[config.mk]
export PLATFORM = sky130hd
export DESIGN_NAME = sprite_blitter
export DESIGN_NICKNAME = d
export VERILOG_FILES = /design/src/rtl/sprite_blitter.sv
export SDC_FILE = /design/constraint.sdc
export NUM_CORES = 1
export LEC_CHECK = 0
export ABC_CLOCK_PERIOD_IN_PS = 3600
export CAP_MARGIN = 20
export CELL_PAD_IN_SITES_DETAIL_PLACEMENT = 1
export CELL_PAD_IN_SITES_GLOBAL_PLACEMENT = 1
export CORE_MARGIN = 2
export CORE_UTILIZATION = 40
export DETAILED_ROUTE_END_ITERATION = 12
export PLACE_DENSITY_LB_ADDON = 0.1
export SLEW_MARGIN = 25
export SYNTH_ARGS = -nofsm -noshare
export SYNTH_HDL_FRONTEND = slang
export SYNTH_SLANG_ARGS = --single-unit
[constraint.sdc]
create_clock -name clock_all -period 3.6 [get_ports clock_all]
set_input_delay 0.9 -clock clock_all [delete_from_list [all_inputs] [get_ports clock_all]]
set_output_delay 0.9 -clock clock_all [all_outputs]
set_load 0.02 [all_outputs]
[src/rtl/sprite_blitter.sv]
// Sprite drawer: walks a SPRITE_W x SPRITE_H row-major ROM image and emits
// one screen pixel per cycle, aligned to the ROM's one-cycle read latency.
module sprite_blitter #(
  parameter int                     SPRITE_W     = 63,
  parameter int                     SPRITE_H     = 59,
  parameter int                     ADDR_BITS    = 12,
  parameter int                     COLOUR_BITS  = 3,
  parameter int                     TRANS_EN     = 0,
  parameter logic [COLOUR_BITS-1:0] TRANS_COLOUR = '0
) (
  input  logic                   clock_all,
  input  logic                   reset_all,
  input  logic                   start,
  input  logic                   mirror,
  input  logic [8:0]             x_,
  input  logic [7:0]             y_,
  output logic [ADDR_BITS-1:0]   rom_address,
  input  logic [COLOUR_BITS-1:0] rom_q,
  output logic [8:0]             out_x,
  output logic [7:0]             out_y,
  output logic [COLOUR_BITS-1:0] out_colour,
  output logic                   plot,
  output logic                   busy,
  output logic                   done,
  output logic [1:0]             dbg_state
);

  // Handshake: start is a request honoured only while idle (busy=0, done=0);
  // busy covers RUN and FLUSH, done pulses once after the last pixel and
  // plot qualifies out_x/out_y/out_colour in the same cycle.

  localparam int CW = (SPRITE_W > 1) ? $clog2(SPRITE_W) : 1;
  localparam int RW = (SPRITE_H > 1) ? $clog2(SPRITE_H) : 1;
  localparam logic [CW-1:0] LAST_COL = CW'(SPRITE_W - 1);
  localparam logic [RW-1:0] LAST_ROW = RW'(SPRITE_H - 1);

  typedef enum logic [1:0] {
    S_IDLE  = 2'd0,
    S_RUN   = 2'd1,
    S_FLUSH = 2'd2,
    S_DONE  = 2'd3
  } state_t;

  state_t               state, state_next;
  logic [CW-1:0]        col;
  logic [RW-1:0]        row;
  logic [ADDR_BITS-1:0] row_base;
  logic [8:0]           x0;
  logic [7:0]           y0;
  logic                 mirror_r;
  logic                 pix_valid;
  logic [CW-1:0]        col_x;
  logic                 last_pixel;

  assign last_pixel = (col == LAST_COL) && (row == LAST_ROW);

  always_ff @(posedge clock_all) begin
    if (reset_all) begin
      state     <= S_IDLE;
      col       <= '0;
      row       <= '0;
      row_base  <= '0;
      x0        <= '0;
      y0        <= '0;
      mirror_r  <= 1'b0;
      out_x     <= '0;
      out_y     <= '0;
      pix_valid <= 1'b0;
    end else begin
      state     <= state_next;
      pix_valid <= (state == S_RUN);
      case (state)
        S_IDLE: begin
          if (start) begin
            x0       <= x_;
            y0       <= y_;
            mirror_r <= mirror;
            col      <= '0;
            row      <= '0;
            row_base <= '0;
          end
        end
        S_RUN: begin
          // Coordinate is registered here so it lines up with rom_q next cycle.
          out_x <= x0 + 9'(col);
          out_y <= y0 + 8'(row);
          if (col == LAST_COL) begin
            col      <= '0;
            row      <= row + 1'b1;
            row_base <= row_base + ADDR_BITS'(SPRITE_W);
          end else begin
            col <= col + 1'b1;
          end
        end
        default: ;
      endcase
    end
  end

  always_comb begin
    state_next = state;
    case (state)
      S_IDLE:  if (start) state_next = S_RUN;
      S_RUN:   if (last_pixel) state_next = S_FLUSH;
      S_FLUSH: state_next = S_DONE;
      S_DONE:  state_next = S_IDLE;
      default: state_next = S_IDLE;
    endcase
  end

  // Mirroring only reorders ROM reads; screen x still counts up from x0.
  assign col_x       = mirror_r ? (LAST_COL - col) : col;
  assign rom_address = (state == S_RUN) ? (row_base + ADDR_BITS'(col_x)) : '0;

  assign out_colour = rom_q;
  assign plot       = pix_valid && !((TRANS_EN != 0) && (rom_q == TRANS_COLOUR));
  assign busy       = (state == S_RUN) || (state == S_FLUSH);
  assign done       = (state == S_DONE);
  assign dbg_state  = state;

endmodule

# [Word-level counts from Yosys, hierarchy flattened]
# Index checks and enable logic that the tools add are counted.
[totals] word_cells=46 out_inout_bits=37 input_bits=24 ff_bits=62
[classes] reduce_logical=8 muxes=13 n_addsub=7 eq_ne=8
[ops] operator="$mux 12" n=3
[ops] operator="$mux 6" n=4
[ops] operator="$pmux 12 s2" n=1
[ops] operator="$pmux 6 s2" n=2
[ops] operator="$add 12x6->12" n=1
[ops] operator="$add 12x6->12 const B" n=1
[ops] operator="$add 6x1->6 const B" n=2
[ops] operator="$eq 6x6->1 const B" n=2
[ops] operator="$add 9x6->9" n=1
[ops] operator="$add 8x6->8" n=1
[ops] operator="$pmux 2 s4" n=1
[ops] operator="$ne 2x2->1 const B" n=3
[ops] operator="$reduce_and 2->1" n=3
[ops] operator="$sub 6x6->6 const A" n=1
[ops] operator="$eq 2x2->1 const B" n=2
[ops] operator="$mux 2" n=2
[ops] operator="$reduce_and 3->1" n=1
[ops] operator="$eq 2x1->1 const B" n=1
[ops] operator="$logic_not 2->1" n=1
[ops] operator="$reduce_bool 2->1" n=1
[ops] operator="$logic_and 1x1->1" n=1
[ops] operator="$logic_or 1x1->1" n=1

# [Depth between registers and ports, before layout]
[depth] depth_word=4 mapped_depth=10 mapped_depth_nobuf=10

# [Worst setup path before layout]
# OpenSTA, ideal clock, no wires.
[synth_timing] kind="register to output" startpoint="register col[0]" endpoint="output rom_address[11]" path_slack_ps=301 path_stages_with_launch=10 n_path_buf=0 t_required_ps=2700 arrival_ps=2399 cell_sequence="dfxtp_1 > inv_1 > ha_1 > nand2_1 > o21ai_0 > ha_1 > a211oi_1 > o21a_1 > or4_1 > a21oi_1"
[synth_between] elab_chain_len=4
[synth_rtl] item="from (decl)" line="45" text="logic [CW-1:0] col;"
[synth_rtl] item="from (signal assigned)" line="92" text="col <= col + 1'b1;"
[synth_rtl] item="$sub 6x6->6" line="112" text="assign col_x = mirror_r ? (LAST_COL - col) : col;"
[synth_rtl] item="$mux 6 *" line="112"
[synth_rtl] item="$add 12x6->12 *" line="113" text="assign rom_address = (state == S_RUN) ? (row_base + ADDR_BITS'(col_x)) : '0;"
[synth_rtl] item="$mux 12 *" line="113"
[synth_rtl] item="to (decl)" line="17" text="output logic [ADDR_BITS-1:0] rom_address,"
# Every way passes the cells marked *; elsewhere a longest branch is shown, timed or not.

# [Worst setup path after layout]
[layout_timing] startpoint="register col[1]" endpoint="output rom_address[11]"
# Same word-level chain as after synthesis.

==> summary.md <==
| Metric | Value |
|---|---|
| GR Util met3 | 0.03488 |
| Register area share after synthesis | 0.3225 |
| Cell depth of the worst flop-to-flop path | 7 |
| Clock share of power | 0.177 |
| Cells after synthesis | 472 |
| 1st-pass router iterations | 4 |
| Post-detail-place hpwl | roughly 8400 microns |
| Worst-path fanout max | 6 |
| Classification of the worst setup path | flip-flop to output port |
| Initial Util | 0.4146 |
| CTS tree | built |
| Sw Share | 0.4355 |
| End of the worst hold path | out_y[3]$_SDFFE_PP0P_ |
| Hold slack | approximately 470 ps |
| Placed Area | 4669 sq um |
| Gr ovfl total | 0 |
| WL/cell | 17.04 microns |
| Status | finished, final reports clean |
| Leakage power | 1.954 nW |
| Unrepaired setup endpoints after global routing | yes |
| Top post-synthesis cells by area | dfxtp_1 32%, ha_1 9.8%, nand2_1 6.4%, a21oi_1 5.1%, mux2i_1 3.9% |
| Area Growth Syn to Fin | 27.73% |
| Vias per cell | 5.556 |
| Post-route DRC | 0 |
| Vias | between 3,000 and 4,000 |
| GRT Resource Usage Total | 0.2320 |
| Clock sinks | 62 |
| Avg Cell Area, Syn | around 8.2 sq um |
| R2r startpoint | dbg_state[1]$_SDFFE_PP0P_ |
| Yosys cell types | 54 |
| Clock latency on the worst-skew pair | 340 ps |
| DRT iter0 DRCs | 151 |
| CTS max path bufs | 2 |
| Sw Pwr | 1.298 mW |
| Final Wtd Congestion | a little under 0.8 |
| Grt peak-use layer | met2 |
| Fin crit share | 0.9773 |
| CP startpoint kind | flip-flop |
| Final net count | 603 |
| Sequential power share | 0.323 |
| Post-Syn Nets | 529 |
| Reg-to-reg critical path endpoint | row_base[9]$_SDFFE_PP0P_ |
| Hold Vio Cnt, Final | 0 |
| R2R Setup Slk | 730 ps |
| Cell accounting for the most synthesized area | dfxtp_1 |
| Most frequent cells in the layout | 66 x nand2_1, 59 x dfxtp_1, 44 x clkdlybuf4s50_1 |
| Fill cells | between 1,000 and 1,500 |
| Core area | 9284 sq um |
| Post-layout util | 0.5295 |
| First-pass GRT wire length | 19,020 microns |
| Final wirelength | 11,550 microns |
| # H-tree levels | 3 |
| Die area | 10,420 sq um |
| Multi-input logic area | 2487 sq um |
| Met2 Use GR | 0.3993 |
| Combinational power share | 0.500 |
| Root buffer cell | clkbuf_8 |
| Actual slew at the worst max-slew pin | approximately 790 ps |
| DRT antenna net count | 0 |
| # diodes | 0 |
| Depth of the worst hold-timing path | 2 |
| CP required | roughly 2700 ps |
| Clock skew | 9.240 ps |
| Cts bufs inserted | 9 |
| Max-cap violations | 0 |
| Synth async-reset ratio | 0 |
| Hold_buf cts | 0 |
| Post-synth EDFFs | 0 |
| Fraction of layout cells with a size suffix above 1 | 0.1512 |
| Buffers on Ports | 54 |
| I/O Pins | between 60 and 70 |
| Die X | between 100 and 150 microns |
| Critical Path AT | 2620 ps |
| Initial antenna violation count | 0 |
| Vias in the first global route | roughly 3,900 |
| Cell area after synthesis | 3849 sq um |
| F_max | roughly 280 MHz |
| Synth warn | 0 |
| Min cycle time layout | 3518 ps |
| Clock-pin slew on the worst setup and hold paths | approximately 70 ps |
| Row count | 35 |
| Reg area | 1247 sq um |
| PwrDens | 606.2 nW/um^2 |
| Hold path start | out_y[3]$_SDFFE_PP0P_ |
| Post-synth top area share | 0.3225 |
| Worst slew margin | 0.4732 |
| Final setup viols | 0 |
| Max Slew Vio Count | 0 |
| Hold crit path type | flip-flop to flip-flop |
| M1 GR Usage | 0.2906 |
| Int Pwr | 1.682 mW |
| Largest net degree at the start of global routing | 26 |
| Chip height | a little over 100 microns |
| Predominant post-synthesis flop cell | dfxtp_1 |
| Most common cell after layout, fill and taps aside | nand2_1 |
| Worst setup EP type | output port |
| Final instance area | approximately 4900 sq um |
| #FFs+latches synth | 62 |
| VDD IR max | 0.2564 mV |
## flip-flops by register name (all words and copies together) (netlist names)
name       cells
col            6
row_base      12
row            6
out_y          8
dbg_state      2
x0             9
out_x          9
mirror_r       1
y0             8
plot           1
## stage by stage
stage | power (mW) | worst slack (ps) | TNS (ps) | instances
after CTS | 2.968 | 4.564 | 0 | 676
after global placement | 2.378 | -109.3 | -373.8 | 661
after global routing | 3.207 | -31.65 | -107.2 | 678
after floorplan | 1.878 | 300.9 | 0 | 472
after detailed placement | 2.422 | -165.9 | -717.9 | 661
final | 2.980 | 81.64 | 0 | 678
## power by group through the flow
stage | Clock (mW) | Sequential [mW] | Combinational, mW
floorplan | 0 | 0.994 | 0.883
global placement | 0 | 0.968 | 1.41
detailed placement | 0 | 0.971 | 1.45
CTS | 0.542 | 0.958 | 1.47
global route | 0.577 | 0.982 | 1.65
finish | 0.527 | 0.962 | 1.49
## area by class of cell
class,instances,share of cell area
Clock buffer,10,0.02800
Tap cell,129,0.03283
Sequential cell,62,0.2538
Timing Repair Buffer,90,0.1591
Clock inverter,4,0.005090
Inverter,20,0.01527
Multi-Input combinational cell,363,0.5060
## cells by family (layout without fill, tap and decap cells)
kind of cell / after synthesis / after routing / share of synthesized area
and+or+nand+nor: 181 / 181 / 0.2386
xor gates and xnor gates: 7 / 7 / 0.01593
AOI/OAI and AO/OA: 127 / 127 / 0.2191
buffers and inverters: 47 / 124 / 0.05169
DFF: 62 / 62 / 0.3225
muxes: 15 / 15 / 0.03901
adders and majority gates: 33 / 33 / 0.1131
## cells in the mapped netlist (all sizes together) (2+ instances only)
cell type  count
xnor2          5
and2           3
a32o           2
or4           13
and4           2
nand2b         7
a21oi         39
o21ai         15
o21a          13
buf           13
or2            3
xor2           2
or3           12
nor3b          3
fa             3
nand3         16
o311ai         2
a21boi         4
o31ai          8
clkbuf        14
o211ai         4
nor4b          2
nor4           5
nand4          6
nand2         66
mux2i         15
and3           2
nor3          10
nor2          22
o211a          3
inv           19
a211oi        11
dfxtp         62
a211o          5
nor2b          7
o31a           2
a21o           5
ha            30
a31oi          7
## repair_timing
action                     4_1_cts  5_1_grt
gates cloned                     0        0
resized for setup               42       19
setup endpoints to repair       10        8
buffers inserted                 1        2
pin swaps                        2        9
## per-layer routing
metal	vias to the layer above	share of wire
met5	-	0
met4	0	0.020
met3	15	0.023
met1	1829	0.47
li1	1857	-
met2	66	0.49
## worst max-delay path by stage
stage                             start               to  cells after the start
floorplan           col[0]$_SDFFE_PP0P_  rom_address[11]                      9
global placement    col[0]$_SDFFE_PP0P_  rom_address[11]                     10
detailed placement  col[0]$_SDFFE_PP0P_  rom_address[11]                     10
CTS                 col[0]$_SDFFE_PP0P_  rom_address[10]                     11
global route        col[0]$_SDFFE_PP0P_   rom_address[9]                     12
finish              col[1]$_SDFFE_PP0P_  rom_address[11]                      9
## critical path, stage by stage (launching register included)
cell and delay (ps):
dfxtp_4 370, ha_2 200, nand2b_1 150, xnor2_1 140, ha_2 330, o21ai_1 80
o21a_1 230, or4_4 520, a21oi_2 150, buf_6 130
No activity file was read; power rests on OpenSTA's default activity.
